==> config.mk <==
export PLATFORM = sky130hd
export DESIGN_NAME = branch_predict_unit
export DESIGN_NICKNAME = d
export VERILOG_FILES = /design/src/rtl/branch_predict_unit.sv
export SDC_FILE = /design/constraint.sdc
export NUM_CORES = 1
export LEC_CHECK = 0
export ABC_CLOCK_PERIOD_IN_PS = 5600
export CORE_ASPECT_RATIO = 0.5
export CORE_UTILIZATION = 52
export CTS_CLUSTER_DIAMETER = 100
export DETAILED_ROUTE_END_ITERATION = 8
export PLACE_DENSITY = 0.75
export SLEW_MARGIN = 25
export SYNTH_ARGS = -nofsm -noshare
export SYNTH_HDL_FRONTEND = slang
export SYNTH_SLANG_ARGS = --single-unit
export TNS_END_PERCENT = 30
==> constraint.sdc <==
create_clock -name clk -period 5.6 [get_ports clk]
set_input_delay 1.12 -clock clk [delete_from_list [all_inputs] [get_ports clk]]
set_output_delay 1.12 -clock clk [all_outputs]
set_load 0.005 [all_outputs]
==> src/rtl/branch_predict_unit.sv <==
// ---------------------------------------------------------------------------
// branch_predict_unit
//
// Fetch-stage branch prediction backed by a direct-mapped branch target buffer
// (BTB). Each entry has a valid bit, a tag, a target and a 2-bit saturating
// counter. Branches (B, BEQZ, BNEZ, BTEQZ, BTNEZ, JR) are resolved in EX. When
// the outcome disagrees with the prediction carried down from IF, a redirect
// is registered for one cycle. Saturating statistics counters track resolved
// branches and mispredicts.
//
// Ports:
//   clk            rising-edge clock
//   rst            asynchronous active-low reset
//   if_pc          PC being fetched (lookup address)
//   pred_taken     combinational prediction for if_pc
//   pred_target    predicted target, 0 when pred_taken is low
//   ex_valid       a real instruction occupies EX this cycle
//   ex_opn         instruction word in EX
//   ex_pc          address of the EX instruction
//   ex_op1         forwarded rx value
//   ex_t           forwarded T register value
//   ex_pred_taken  prediction that travelled with the EX instruction
//   ex_pred_target predicted target that travelled with the EX instruction
//   set_pc         registered one-cycle redirect request
//   set_pc_value   registered redirect address (holds between redirects)
//   branch_cnt     resolved branch count, saturating
//   mispred_cnt    mispredict count, saturating
//
// Redirect semantics: set_pc is a single-cycle pulse with no back-pressure;
// the consumer must accept it in the cycle it is high and squash the
// instruction that follows. This unit never gates ex_valid itself.
// ---------------------------------------------------------------------------
module branch_predict_unit #(
    parameter int         WIDTH    = 16,
    parameter int         IDX_BITS = 4,
    parameter int         TAG_BITS = 6,
    parameter logic [1:0] CNT_INIT = 2'b01
) (
    input  logic             clk,
    input  logic             rst,
    input  logic [WIDTH-1:0] if_pc,
    output logic             pred_taken,
    output logic [WIDTH-1:0] pred_target,
    input  logic             ex_valid,
    input  logic [15:0]      ex_opn,
    input  logic [WIDTH-1:0] ex_pc,
    input  logic [WIDTH-1:0] ex_op1,
    input  logic [WIDTH-1:0] ex_t,
    input  logic             ex_pred_taken,
    input  logic [WIDTH-1:0] ex_pred_target,
    output logic             set_pc,
    output logic [WIDTH-1:0] set_pc_value,
    output logic [15:0]      branch_cnt,
    output logic [15:0]      mispred_cnt
);

    localparam int ENTRIES = 2 ** IDX_BITS;
    localparam int TAG_LO  = IDX_BITS;
    localparam int TAG_HI  = IDX_BITS + TAG_BITS - 1;

    // BTB storage
    logic                valid_q  [ENTRIES];
    logic [TAG_BITS-1:0] tag_q    [ENTRIES];
    logic [WIDTH-1:0]    target_q [ENTRIES];
    logic [1:0]          cnt_q    [ENTRIES];

    // ---------------- Fetch-side lookup (no bypass from EX update) ----------
    logic [IDX_BITS-1:0] if_idx;
    logic [TAG_BITS-1:0] if_tag;
    logic                if_hit;

    assign if_idx      = if_pc[IDX_BITS-1:0];
    assign if_tag      = if_pc[TAG_HI:TAG_LO];
    assign if_hit      = valid_q[if_idx] && (tag_q[if_idx] == if_tag);
    assign pred_taken  = if_hit && cnt_q[if_idx][1];
    assign pred_target = pred_taken ? target_q[if_idx] : '0;

    // PC bits above the tag field take no part in lookup.
    generate
        if (IDX_BITS + TAG_BITS < WIDTH) begin : g_unused_hi
            logic unused_if_hi;
            assign unused_if_hi = ^if_pc[WIDTH-1:IDX_BITS+TAG_BITS];
        end
    endgenerate

    // ---------------- EX decode and resolution ------------------------------
    logic             is_b, is_beqz, is_bnez, is_bteqz, is_btnez, is_jr;
    logic             is_cond, is_branch;
    logic             taken, mispredict;
    logic [WIDTH-1:0] pc1, off11, off8, target, actual_next;

    assign pc1      = ex_pc + {{(WIDTH-1){1'b0}}, 1'b1};
    assign off11    = {{(WIDTH-11){ex_opn[10]}}, ex_opn[10:0]};
    assign off8     = {{(WIDTH-8){ex_opn[7]}}, ex_opn[7:0]};

    assign is_b     = (ex_opn[15:11] == 5'b00010);
    assign is_beqz  = (ex_opn[15:11] == 5'b00100);
    assign is_bnez  = (ex_opn[15:11] == 5'b00101);
    assign is_bteqz = (ex_opn[15:8]  == 8'b01100000);
    assign is_btnez = (ex_opn[15:8]  == 8'b01100001);
    assign is_jr    = (ex_opn[15:11] == 5'b11101) && (ex_opn[7:0] == 8'h00);

    assign is_cond   = is_beqz || is_bnez || is_bteqz || is_btnez;
    assign is_branch = is_cond || is_b || is_jr;

    always_comb begin
        taken  = 1'b0;
        target = pc1 + off8;
        if (is_b) begin
            taken  = 1'b1;
            target = pc1 + off11;
        end else if (is_jr) begin
            taken  = 1'b1;
            target = ex_op1;
        end else if (is_beqz) begin
            taken = (ex_op1 == '0);
        end else if (is_bnez) begin
            taken = (ex_op1 != '0);
        end else if (is_bteqz) begin
            taken = (ex_t == '0);
        end else if (is_btnez) begin
            taken = (ex_t != '0);
        end
    end

    assign actual_next = taken ? target : pc1;

    // A non-branch has taken=0, so a stale taken prediction on it (alias)
    // falls out of the direction-mismatch term.
    assign mispredict = ex_valid &&
                        ((taken != ex_pred_taken) ||
                         (taken && (ex_pred_target != target)));

    // ---------------- EX-side BTB probe -------------------------------------
    logic [IDX_BITS-1:0] ex_idx;
    logic [TAG_BITS-1:0] ex_tag;
    logic                ex_hit;

    assign ex_idx = ex_pc[IDX_BITS-1:0];
    assign ex_tag = ex_pc[TAG_HI:TAG_LO];
    assign ex_hit = valid_q[ex_idx] && (tag_q[ex_idx] == ex_tag);

    // ---------------- State update ------------------------------------------
    always_ff @(posedge clk or negedge rst) begin
        if (!rst) begin
            set_pc       <= 1'b0;
            set_pc_value <= '0;
            branch_cnt   <= '0;
            mispred_cnt  <= '0;
            for (int i = 0; i < ENTRIES; i++) begin
                valid_q[i]  <= 1'b0;
                tag_q[i]    <= '0;
                target_q[i] <= '0;
                cnt_q[i]    <= 2'b00;
            end
        end else begin
            set_pc <= mispredict;
            if (mispredict) begin
                set_pc_value <= actual_next;
            end

            if (ex_valid) begin
                if (is_branch && (branch_cnt != 16'hffff)) begin
                    branch_cnt <= branch_cnt + 16'd1;
                end
                if (mispredict && (mispred_cnt != 16'hffff)) begin
                    mispred_cnt <= mispred_cnt + 16'd1;
                end

                if (is_branch && taken) begin
                    if (ex_hit) begin
                        if (cnt_q[ex_idx] != 2'b11) begin
                            cnt_q[ex_idx] <= cnt_q[ex_idx] + 2'b01;
                        end
                        target_q[ex_idx] <= target;
                    end else begin
                        // Unconditional jumps start strongly taken.
                        valid_q[ex_idx]  <= 1'b1;
                        tag_q[ex_idx]    <= ex_tag;
                        target_q[ex_idx] <= target;
                        cnt_q[ex_idx]    <= (is_b || is_jr) ? 2'b11 : CNT_INIT;
                    end
                end else if (is_cond) begin
                    if (ex_hit && (cnt_q[ex_idx] != 2'b00)) begin
                        cnt_q[ex_idx] <= cnt_q[ex_idx] - 2'b01;
                    end
                end else if (!is_branch && ex_hit) begin
                    // A non-branch matching an entry means a stale alias.
                    valid_q[ex_idx] <= 1'b0;
                end
            end
        end
    end

endmodule

==> results of run 1 <==
[cell type report]
class,instances,share of cell area
clock inverter,16,0.00738
sequential,449,0.407
timing repair buffer,311,0.100
tap,588,0.0266
inverter,19,0.00258
antenna,1,0.0000906
clock buffer,56,0.0421
multi-input combinational,1437,0.414
[logic make-up (layout without fill, tap and decap cells)]
| group | after synthesis | after routing | share of synthesized area |
|---|---|---|---|
| AOI/OAI and AO/OA | 446 | 446 | 0.108 |
| muxes | 297 | 297 | 0.219 |
| adders and majority gates | 32 | 32 | 0.0175 |
| buffers and inverters | 167 | 402 | 0.0278 |
| DFF | 449 | 449 | 0.482 |
| xor gates and xnor gates | 85 | 85 | 0.0343 |
| and+or+nand+nor | 577 | 577 | 0.111 |
| other | 0 | 1 | 0 |
[flip-flops by register name, indices dropped and copies added, names as in the netlist, named ones only]
register and flops:
tag_q 96, branch_cnt 16, set_pc 1, target_q 256, set_pc_value 16, mispred_cnt 16
cnt_q 32
[stage by stage]
| stage | power (µW) | TNS (ns) | util | hold slack [ns] | instances |
|---|---|---|---|---|---|
| 6_report | 8020 | 0 | 0.630 | 0.474 | 2877 |
| 5_1_grt | 8320 | 0 | 0.630 | 0.498 | 2877 |
| 3_3_place_gp | 5130 | -2.70 | 0.598 | 0.455 | 2804 |
| 4_1_cts | 8040 | 0 | 0.630 | 0.479 | 2876 |
| 3_5_place_dp | 5180 | -4.18 | 0.598 | 0.465 | 2804 |
| 2_1_floorplan | 4490 | 0 | - | 0.445 | 2053 |
[per-layer routing]
| metal | track usage | share of wire | up-vias |
|---|---|---|---|
| li1 | - | - | 7878 |
| met1 | 0.400 | 0.42 | 8907 |
| met2 | 0.457 | 0.47 | 738 |
| met3 | 0.0485 | 0.073 | 170 |
| met4 | 0.114 | 0.038 | 2 |
| met5 | 0 | 0.00020 | - |
[final timing paths]
check	start	cells after the start	slack, ns	to
worst max-delay path	if_pc[0]	9	0.31	pred_target[8]
worst min-delay path	target_q[30]	2	0.47	target_q[30]
worst max register to register	tag_q[73]	9	1.81	cnt_q[21]
worst min register to register	target_q[30]	2	0.47	target_q[30]
max in group asynchronous	rst	2	3.84	tag_q[63]
min in group asynchronous	rst	1	0.60	target_q[18]
[cells in the mapped netlist, types with 14 or more instances]
| master | instances |
|---|---|
| sky130_fd_sc_hd__a21oi_1 | 27 |
| sky130_fd_sc_hd__and3_1 | 19 |
| sky130_fd_sc_hd__buf_1 | 16 |
| sky130_fd_sc_hd__clkbuf_1 | 120 |
| sky130_fd_sc_hd__dfrtp_1 | 449 |
| sky130_fd_sc_hd__ha_1 | 31 |
| sky130_fd_sc_hd__inv_1 | 18 |
| sky130_fd_sc_hd__mux2_2 | 135 |
| sky130_fd_sc_hd__mux4_2 | 156 |
| sky130_fd_sc_hd__nand2_1 | 353 |
| sky130_fd_sc_hd__nand3_1 | 53 |
| sky130_fd_sc_hd__nand4_1 | 14 |
| sky130_fd_sc_hd__nor2_1 | 51 |
| sky130_fd_sc_hd__nor2b_1 | 24 |
| sky130_fd_sc_hd__o21ai_0 | 329 |
| sky130_fd_sc_hd__xnor2_1 | 50 |
| sky130_fd_sc_hd__xor2_1 | 31 |
[where the power goes]
group          switching, µW  leakage [µW]  internal, µW  total [µW]
sequential               185       0.00612          3510        3690
clock                   1270      0.000654          1610        2880
combinational            753       0.00541           701        1450
total                   2210        0.0122          5820        8020
[critical path, stage by stage]
cell and delay (ns):
sky130_fd_sc_hd__buf_6 0.19, sky130_fd_sc_hd__buf_4 0.42, sky130_fd_sc_hd__mux4_2 0.59, sky130_fd_sc_hd__mux4_2 0.51, sky130_fd_sc_hd__xnor2_1 0.17, sky130_fd_sc_hd__nand4_1 0.11, sky130_fd_sc_hd__buf_4 0.24, sky130_fd_sc_hd__nor2b_1 0.23
sky130_fd_sc_hd__clkdlybuf4s50_1 0.55
[what timing repair did]
action                     4_1_cts  5_1_grt
setup endpoints to repair        0        2
setup buffers                    0        0
gates resized for setup          0        1
==> flow_summary.html, run 1 <==
<table>
<tr><th>Metric</th><th>Value</th></tr>
<tr><th colspan="2">Clocking</th></tr>
<tr><td>Total clock buffers created by CTS</td><td>41</td></tr>
<tr><td>Number of clock sinks</td><td>449</td></tr>
<tr><td>Level count of the clock H-tree</td><td>2</td></tr>
<tr><td>Hold buffer count at CTS</td><td>0</td></tr>
<tr><td>CTS tree</td><td>built</td></tr>
<tr><td>Clock tree root driver cell</td><td>sky130_fd_sc_hd__clkbuf_16</td></tr>
<tr><td>Clock insertion delay at the later pin of the skew report</td><td>0.56 ns</td></tr>
<tr><td>Clock-pin slew on the worst setup and hold paths</td><td>0.06 ns</td></tr>
<tr><td>Max Buffers Root-to-Sink</td><td>3</td></tr>
<tr><th colspan="2">Synth</th></tr>
<tr><td>Netlist cell types</td><td>80</td></tr>
<tr><td>Post-Syn Area per Cell</td><td>11.3 µm²</td></tr>
<tr><td>Post-synthesis async set-or-reset flop share</td><td>1.00</td></tr>
<tr><td>Number of synthesized flops with an enable pin</td><td>0</td></tr>
<tr><td>Post-Synthesis Cell Area</td><td>23300 µm²</td></tr>
<tr><td>Synth Net Count</td><td>2185</td></tr>
<tr><td>Synth top area cells</td><td>sky130_fd_sc_hd__dfrtp_1, sky130_fd_sc_hd__mux4_2, sky130_fd_sc_hd__o21ai_0</td></tr>
<tr><td>Instance count of the mapped netlist</td><td>2053</td></tr>
<tr><td>Count of state elements after synthesis</td><td>449</td></tr>
<tr><td>Proportion of synthesized chip area in sequential cells</td><td>0.482</td></tr>
<tr><td>Yosys warns</td><td>0</td></tr>
<tr><td>Commonest register cell after synthesis</td><td>sky130_fd_sc_hd__dfrtp_1</td></tr>
<tr><td>Cell taking the most area after synthesis</td><td>sky130_fd_sc_hd__dfrtp_1</td></tr>
<tr><td>Yosys top cell area share</td><td>0.482</td></tr>
<tr><th colspan="2">Floorplanning</th></tr>
<tr><td>Cell Rows</td><td>54</td></tr>
<tr><td>Initial Util</td><td>0.531</td></tr>
<tr><td>Core Region</td><td>43800 µm²</td></tr>
<tr><td>Area of the die</td><td>45700 µm²</td></tr>
<tr><td>Io pins</td><td>166</td></tr>
<tr><td>Die height</td><td>152 µm</td></tr>
<tr><td>Die Wd</td><td>301 µm</td></tr>
<tr><th colspan="2">Cells and area</th></tr>
<tr><td>Post-route cell area</td><td>27600 µm²</td></tr>
<tr><td>Most frequent cells in the layout</td><td>sky130_fd_sc_hd__dfrtp_1, sky130_fd_sc_hd__nand2_1, sky130_fd_sc_hd__o21ai_0</td></tr>
<tr><td>Most frequent standard cell in the layout excluding fill and tap cells</td><td>sky130_fd_sc_hd__dfrtp_1</td></tr>
<tr><td>Area of all sequential standard cells</td><td>11200 µm²</td></tr>
<tr><td>Multi-input combinational cell area</td><td>11400 µm²</td></tr>
<tr><td>Nets@finish</td><td>2391</td></tr>
<tr><td>Area delta synth-&gt;final</td><td>18.6%</td></tr>
<tr><td>Final-layout fill cell count</td><td>3318</td></tr>
<tr><td>Fraction of final layout cells sized beyond drive strength 1</td><td>0.233</td></tr>
<tr><th colspan="2">Pwr</th></tr>
<tr><td>LEAKAGE</td><td>0.0122 µW</td></tr>
<tr><td>Pwr/cell area</td><td>290 nW/µm²</td></tr>
<tr><td>Maximum vdd ir drop</td><td>0.000214 V</td></tr>
<tr><th colspan="2">STA</th></tr>
<tr><td>Number of setup violations in the final report</td><td>0</td></tr>
<tr><td>Shortest clock period the worst path allows after layout</td><td>5.29 ns</td></tr>
<tr><td>Final setup margin</td><td>0.311 ns</td></tr>
<tr><td>Final clock period utilization by the worst path</td><td>0.944</td></tr>
<tr><td>Total count of hold-check failures in the final report</td><td>0</td></tr>
<tr><td>Setup repair after global routing missed its margin</td><td>no</td></tr>
<tr><td>Max Clock Freq</td><td>189 MHz</td></tr>
<tr><td>Transition time at the pin with the least slew margin</td><td>1.16 ns</td></tr>
<tr><td>Total count of max-transition violations in the final report</td><td>0</td></tr>
<tr><td>Rel. slew slack</td><td>0.222</td></tr>
<tr><td>Worst clock skew</td><td>0.0315 ns</td></tr>
<tr><th colspan="2">Placed design</th></tr>
<tr><td>Buffers added on ports</td><td>159</td></tr>
<tr><td>Area after DPL</td><td>26200 µm²</td></tr>
<tr><td>Post-placement setup slack</td><td>-0.212 ns</td></tr>
<tr><td>Total half-perimeter wirelength after legalization and detailed placement</td><td>44000 µm</td></tr>
<tr><td>GP Congestion</td><td>1.01</td></tr>
<tr><th colspan="2">Drt</th></tr>
<tr><td>Post-route ant nets</td><td>0</td></tr>
<tr><td>Total number of vias</td><td>17700</td></tr>
<tr><td>DRC Markers</td><td>0</td></tr>
<tr><td>Initial DRC Count</td><td>2026</td></tr>
<tr><td>Detail-routed via count per cell</td><td>6.15</td></tr>
<tr><td>Final wirelength</td><td>65100 µm</td></tr>
<tr><td>DRT Pass-1 Iters</td><td>5</td></tr>
<tr><td>Average wire per standard cell</td><td>22.6 µm</td></tr>
<tr><th colspan="2">Global routing</th></tr>
<tr><td>Maximum number of pins on one net before global-route repair</td><td>128</td></tr>
<tr><td>Grt ovf</td><td>0</td></tr>
<tr><td>Wire length of the first global-routing pass</td><td>100000 µm</td></tr>
<tr><td>Total routing resource utilization after global routing</td><td>0.288</td></tr>
<tr><td>Number of global-route vias before repair</td><td>17400</td></tr>
<tr><td>Antenna violations before repair</td><td>3</td></tr>
<tr><th colspan="2">Flow run</th></tr>
<tr><td>Max-cap violations</td><td>0</td></tr>
<tr><th colspan="2">Setup path</th></tr>
<tr><td>Critical Path Sink Type</td><td>output pin</td></tr>
<tr><td>Arrival @ worst endpoint</td><td>4.17 ns</td></tr>
<tr><td>Critical path start-end classification</td><td>primary input to output pin</td></tr>
<tr><td>CP required</td><td>4.48 ns</td></tr>
<tr><td>Kind of start point of the critical path</td><td>primary input</td></tr>
<tr><td>Max FO, Critical Path</td><td>22</td></tr>
<tr><th colspan="2">Worst hold path</th></tr>
<tr><td>Worst Hold Class</td><td>register to register</td></tr>
<tr><th colspan="2">Run status</th></tr>
<tr><td>Result of the run</td><td>finished clean</td></tr>
</table>
Note: power is estimated with default switching activity, not from simulation.
==> inputs of run 2 (changes only) <==
--- a/config.mk
+++ b/config.mk
@@ -7,10 +7,11 @@
 export LEC_CHECK = 0
 export ABC_CLOCK_PERIOD_IN_PS = 5600
 export CORE_ASPECT_RATIO = 0.5
-export CORE_UTILIZATION = 52
+export CORE_UTILIZATION = 40
 export CTS_CLUSTER_DIAMETER = 100
 export DETAILED_ROUTE_END_ITERATION = 8
-export PLACE_DENSITY = 0.75
+export HOLD_SLACK_MARGIN = 0.02
+export PLACE_DENSITY = 0.6
 export SLEW_MARGIN = 25
 export SYNTH_ARGS = -nofsm -noshare
 export SYNTH_HDL_FRONTEND = slang
==> constraint.sdc (replaced) <==
create_clock -name clk -period 5.6 [get_ports clk]
set_input_delay 1.12 -clock clk [delete_from_list [all_inputs] [get_ports clk]]
set_output_delay 1.12 -clock clk [all_outputs]
set_load 0.01 [all_outputs]
==> run 2 against run 1 <==
Effect of this change:
- setup slack got worse by 0.13 ns
- cell count rose by 6.8%
- sequential share of layout area fell by 0.60 points
- clock power is 1% higher
- flip-flop and latch count stayed put
- combinational power hardly changed
- critical path depth is 10 higher
- core utilization is 14 points lower
- non-clock buffer count increased by 15
- die area rose by 30%
- register-to-register slack got worse by 0.06 ns
- critical path type is now primary input to register
- largest cell class unchanged
==> flow_summary.html, run 2 (synthesis results as in run 1) <==
<table>
<tr><th>Metric</th><th>Value</th></tr>
<tr><th colspan="2">Run status</th></tr>
<tr><td>Result of the run</td><td>finished clean</td></tr>
<tr><th colspan="2">Clocking</th></tr>
<tr><td>CTS tree</td><td>built</td></tr>
<tr><td>Number of clock sinks</td><td>449</td></tr>
<tr><td>Clock-pin slew on the worst setup and hold paths</td><td>0.06 ns</td></tr>
<tr><td>Hold buffer count at CTS</td><td>0</td></tr>
<tr><td>Buffers inserted by post-CTS timing repair</td><td>0</td></tr>
<tr><td>Clock insertion delay at the later pin of the skew report</td><td>0.57 ns</td></tr>
<tr><td>Post-cts resize count</td><td>0</td></tr>
<tr><td>Clock tree root driver cell</td><td>sky130_fd_sc_hd__clkbuf_16</td></tr>
<tr><td>Max Buffers Root-to-Sink</td><td>3</td></tr>
<tr><td>Level count of the clock H-tree</td><td>2</td></tr>
<tr><td>Total clock buffers created by CTS</td><td>44</td></tr>
<tr><th colspan="2">STA</th></tr>
<tr><td>Transition time at the pin with the least slew margin</td><td>1.07 ns</td></tr>
<tr><td>Worst clock skew</td><td>0.0262 ns</td></tr>
<tr><td>Total count of max-transition violations in the final report</td><td>0</td></tr>
<tr><td>Final setup margin</td><td>0.178 ns</td></tr>
<tr><td>Setup repair after global routing missed its margin</td><td>no</td></tr>
<tr><td>Number of setup violations in the final report</td><td>0</td></tr>
<tr><td>Final clock period utilization by the worst path</td><td>0.968</td></tr>
<tr><td>Total count of hold-check failures in the final report</td><td>0</td></tr>
<tr><td>Rel. slew slack</td><td>0.284</td></tr>
<tr><td>Shortest clock period the worst path allows after layout</td><td>5.42 ns</td></tr>
<tr><td>Max Clock Freq</td><td>184 MHz</td></tr>
<tr><td>Post-route setup TNS</td><td>0 ns</td></tr>
<tr><th colspan="2">Placed design</th></tr>
<tr><td>Buffers added on ports</td><td>159</td></tr>
<tr><td>Total half-perimeter wirelength after legalization and detailed placement</td><td>45400 µm</td></tr>
<tr><td>GP Congestion</td><td>0.950</td></tr>
<tr><td>Placed cell count</td><td>2998</td></tr>
<tr><td>Post-placement setup slack</td><td>-0.413 ns</td></tr>
<tr><td>Area after DPL</td><td>26600 µm²</td></tr>
<tr><th colspan="2">Setup path</th></tr>
<tr><td>Slowest cell on the critical path</td><td>sky130_fd_sc_hd__or4_4</td></tr>
<tr><td>Cell chain of the critical path</td><td>clkdlybuf4s50_1 -&gt; buf_4 -&gt; and2_1 -&gt; buf_4 -&gt; nand4_1 -&gt; xnor2_1 -&gt; ha_1 -&gt; and2_1 -&gt; o21a_1 -&gt; a211o_1 -&gt; nand3_1 -&gt; a21oi_1 -&gt; a2111o_1 -&gt; a2111o_1 -&gt; or4_4 -&gt; o21ai_4 -&gt; buf_4 -&gt; nor2_1 -&gt; mux2_1</td></tr>
<tr><td>Depth of the worst register-to-register path</td><td>11</td></tr>
<tr><td>Largest stage delay on the critical path</td><td>0.49 ns</td></tr>
<tr><td>CP required</td><td>6.03 ns</td></tr>
<tr><td>Critical path start-end classification</td><td>primary input to register</td></tr>
<tr><td>Max FO, Critical Path</td><td>6</td></tr>
<tr><td>Arrival @ worst endpoint</td><td>5.85 ns</td></tr>
<tr><td>Critical Path Sink Type</td><td>register</td></tr>
<tr><td>Register-to-register path setup slack</td><td>1.75 ns</td></tr>
<tr><td>Kind of start point of the critical path</td><td>primary input</td></tr>
<tr><td>FF-to-FF Start</td><td>tag_q[0]</td></tr>
<tr><td>Most numerous cell on the critical path</td><td>sky130_fd_sc_hd__buf_4</td></tr>
<tr><th colspan="2">Cells and area</th></tr>
<tr><td>Largest Register</td><td>target_q</td></tr>
<tr><td>Number of flip-flops under the largest register name</td><td>256</td></tr>
<tr><td>Leading registers by flop count</td><td>target_q (256), tag_q (96), cnt_q (32)</td></tr>
<tr><td>Nets@finish</td><td>2409</td></tr>
<tr><td>Utilization after layout</td><td>0.488</td></tr>
<tr><td>Final instance count without filler cells</td><td>3073</td></tr>
<tr><td>Post-route cell area</td><td>28000 µm²</td></tr>
<tr><td>Diode insertion count for antenna repair</td><td>0</td></tr>
<tr><td>Most frequent standard cell in the layout excluding fill and tap cells</td><td>sky130_fd_sc_hd__dfrtp_1</td></tr>
<tr><td>Fraction of final layout cells sized beyond drive strength 1</td><td>0.242</td></tr>
<tr><td>Area delta synth-&gt;final</td><td>20.4%</td></tr>
<tr><td>Most frequent cells in the layout</td><td>sky130_fd_sc_hd__dfrtp_1, sky130_fd_sc_hd__nand2_1, sky130_fd_sc_hd__o21ai_0</td></tr>
<tr><th colspan="2">Floorplanning</th></tr>
<tr><td>Die Wd</td><td>343 µm</td></tr>
<tr><td>Io pins</td><td>166</td></tr>
<tr><td>Cell Rows</td><td>62</td></tr>
<tr><td>Die height</td><td>173 µm</td></tr>
<tr><td>Initial Util</td><td>0.405</td></tr>
<tr><td>Core Region</td><td>57500 µm²</td></tr>
<tr><td>Area of the die</td><td>59300 µm²</td></tr>
<tr><th colspan="2">Pwr</th></tr>
<tr><td>Maximum vdd ir drop</td><td>0.000184 V</td></tr>
<tr><td>Pwr/cell area</td><td>289 nW/µm²</td></tr>
<tr><td>LEAKAGE</td><td>0.0123 µW</td></tr>
<tr><th colspan="2">Drt</th></tr>
<tr><td>Total number of vias</td><td>17000</td></tr>
<tr><td>Final wirelength</td><td>66300 µm</td></tr>
<tr><td>Initial DRC Count</td><td>1485</td></tr>
<tr><td>Post-route ant nets</td><td>0</td></tr>
<tr><td>DRT Pass-1 Iters</td><td>5</td></tr>
<tr><td>DRC Markers</td><td>0</td></tr>
<tr><td>Average wire per standard cell</td><td>21.6 µm</td></tr>
<tr><td>Detail-routed via count per cell</td><td>5.53</td></tr>
<tr><th colspan="2">Worst hold path</th></tr>
<tr><td>Hold path depth</td><td>2</td></tr>
<tr><td>Worst Hold Launch</td><td>target_q[30]</td></tr>
<tr><td>Worst Hold Class</td><td>register to register</td></tr>
<tr><td>Endpoint with the worst hold slack</td><td>target_q[30]</td></tr>
<tr><th colspan="2">Global routing</th></tr>
<tr><td>Wire length of the first global-routing pass</td><td>105000 µm</td></tr>
<tr><td>Number of global-route vias before repair</td><td>17400</td></tr>
<tr><td>Grt ovf</td><td>0</td></tr>
<tr><td>Maximum number of pins on one net before global-route repair</td><td>125</td></tr>
<tr><td>Antenna violations before repair</td><td>0</td></tr>
<tr><td>Total routing resource utilization after global routing</td><td>0.229</td></tr>
<tr><th colspan="2">Flow run</th></tr>
<tr><td>Max-cap violations</td><td>0</td></tr>
</table>
run 2: cell count changes in the layout (fill, tap and decap cells not counted), sizes merged, moves of 2 or more:
cell and change:
buf +16, bufinv -2, clkbuf +6, clkinv +3, clkinvlp -5
run 2: power breakdown:
part / switching, µW / total, µW / internal, µW / leakage [µW]
Clock: 1280 / 2920 / 1650 / 0.000699
Combinational: 769 / 1480 / 710 / 0.00549
Sequential: 183 / 3690 / 3510 / 0.00612
run 2: routing by layer:
| layer | up-vias | track usage | share of wire |
|---|---|---|---|
| met4 | 0 | 0.0600 | 0.024 |
| met5 | - | 0 | 0 |
| met2 | 417 | 0.373 | 0.48 |
| met3 | 108 | 0.0317 | 0.049 |
| li1 | 7880 | - | - |
| met1 | 8592 | 0.323 | 0.45 |
run 2: critical path: cells and delay by family:
kind                     cells  cell delay [ns]
multiplexers                 1             0.30
buffers and inverters        4             0.94
adder cells (fa/ha/maj)      1             0.35
AO/OA/AOI/OAI                6             1.74
AND/OR/NAND/NOR              6             1.08
XOR/XNOR                     1             0.30
run 2: worst max path at each step:
| stage | endpoint | depth (start not counted) | startpoint |
|---|---|---|---|
| floorplan | mispred_cnt[1] | 17 | ex_pc[1] |
| global placement | mispred_cnt[4] | 19 | ex_pc[2] |
| detailed placement | mispred_cnt[4] | 19 | ex_pc[2] |
| CTS | mispred_cnt[4] | 19 | ex_pc[2] |
| global route | set_pc_value[13] | 19 | ex_pc[2] |
| finish | mispred_cnt[4] | 19 | ex_pc[2] |
run 2: per-stage QoR:
stage | hold slack, ns | power [µW]
finish | 0.473 | 8090
detailed placement | 0.466 | 5230
CTS | 0.477 | 8170
global route | 0.495 | 8470
global placement | 0.456 | 5200
floorplan | 0.445 | 4510
run 2: cell type report:
type,count,area (µm²)
Fill cell,5148,29500
Multi-Input combinational cell,1437,11500
Sequential cell,449,11200
Timing Repair Buffer,326,2900
Clock buffer,62,1280
Tap cell,768,961
Clock inverter,12,131
Inverter,19,71.3
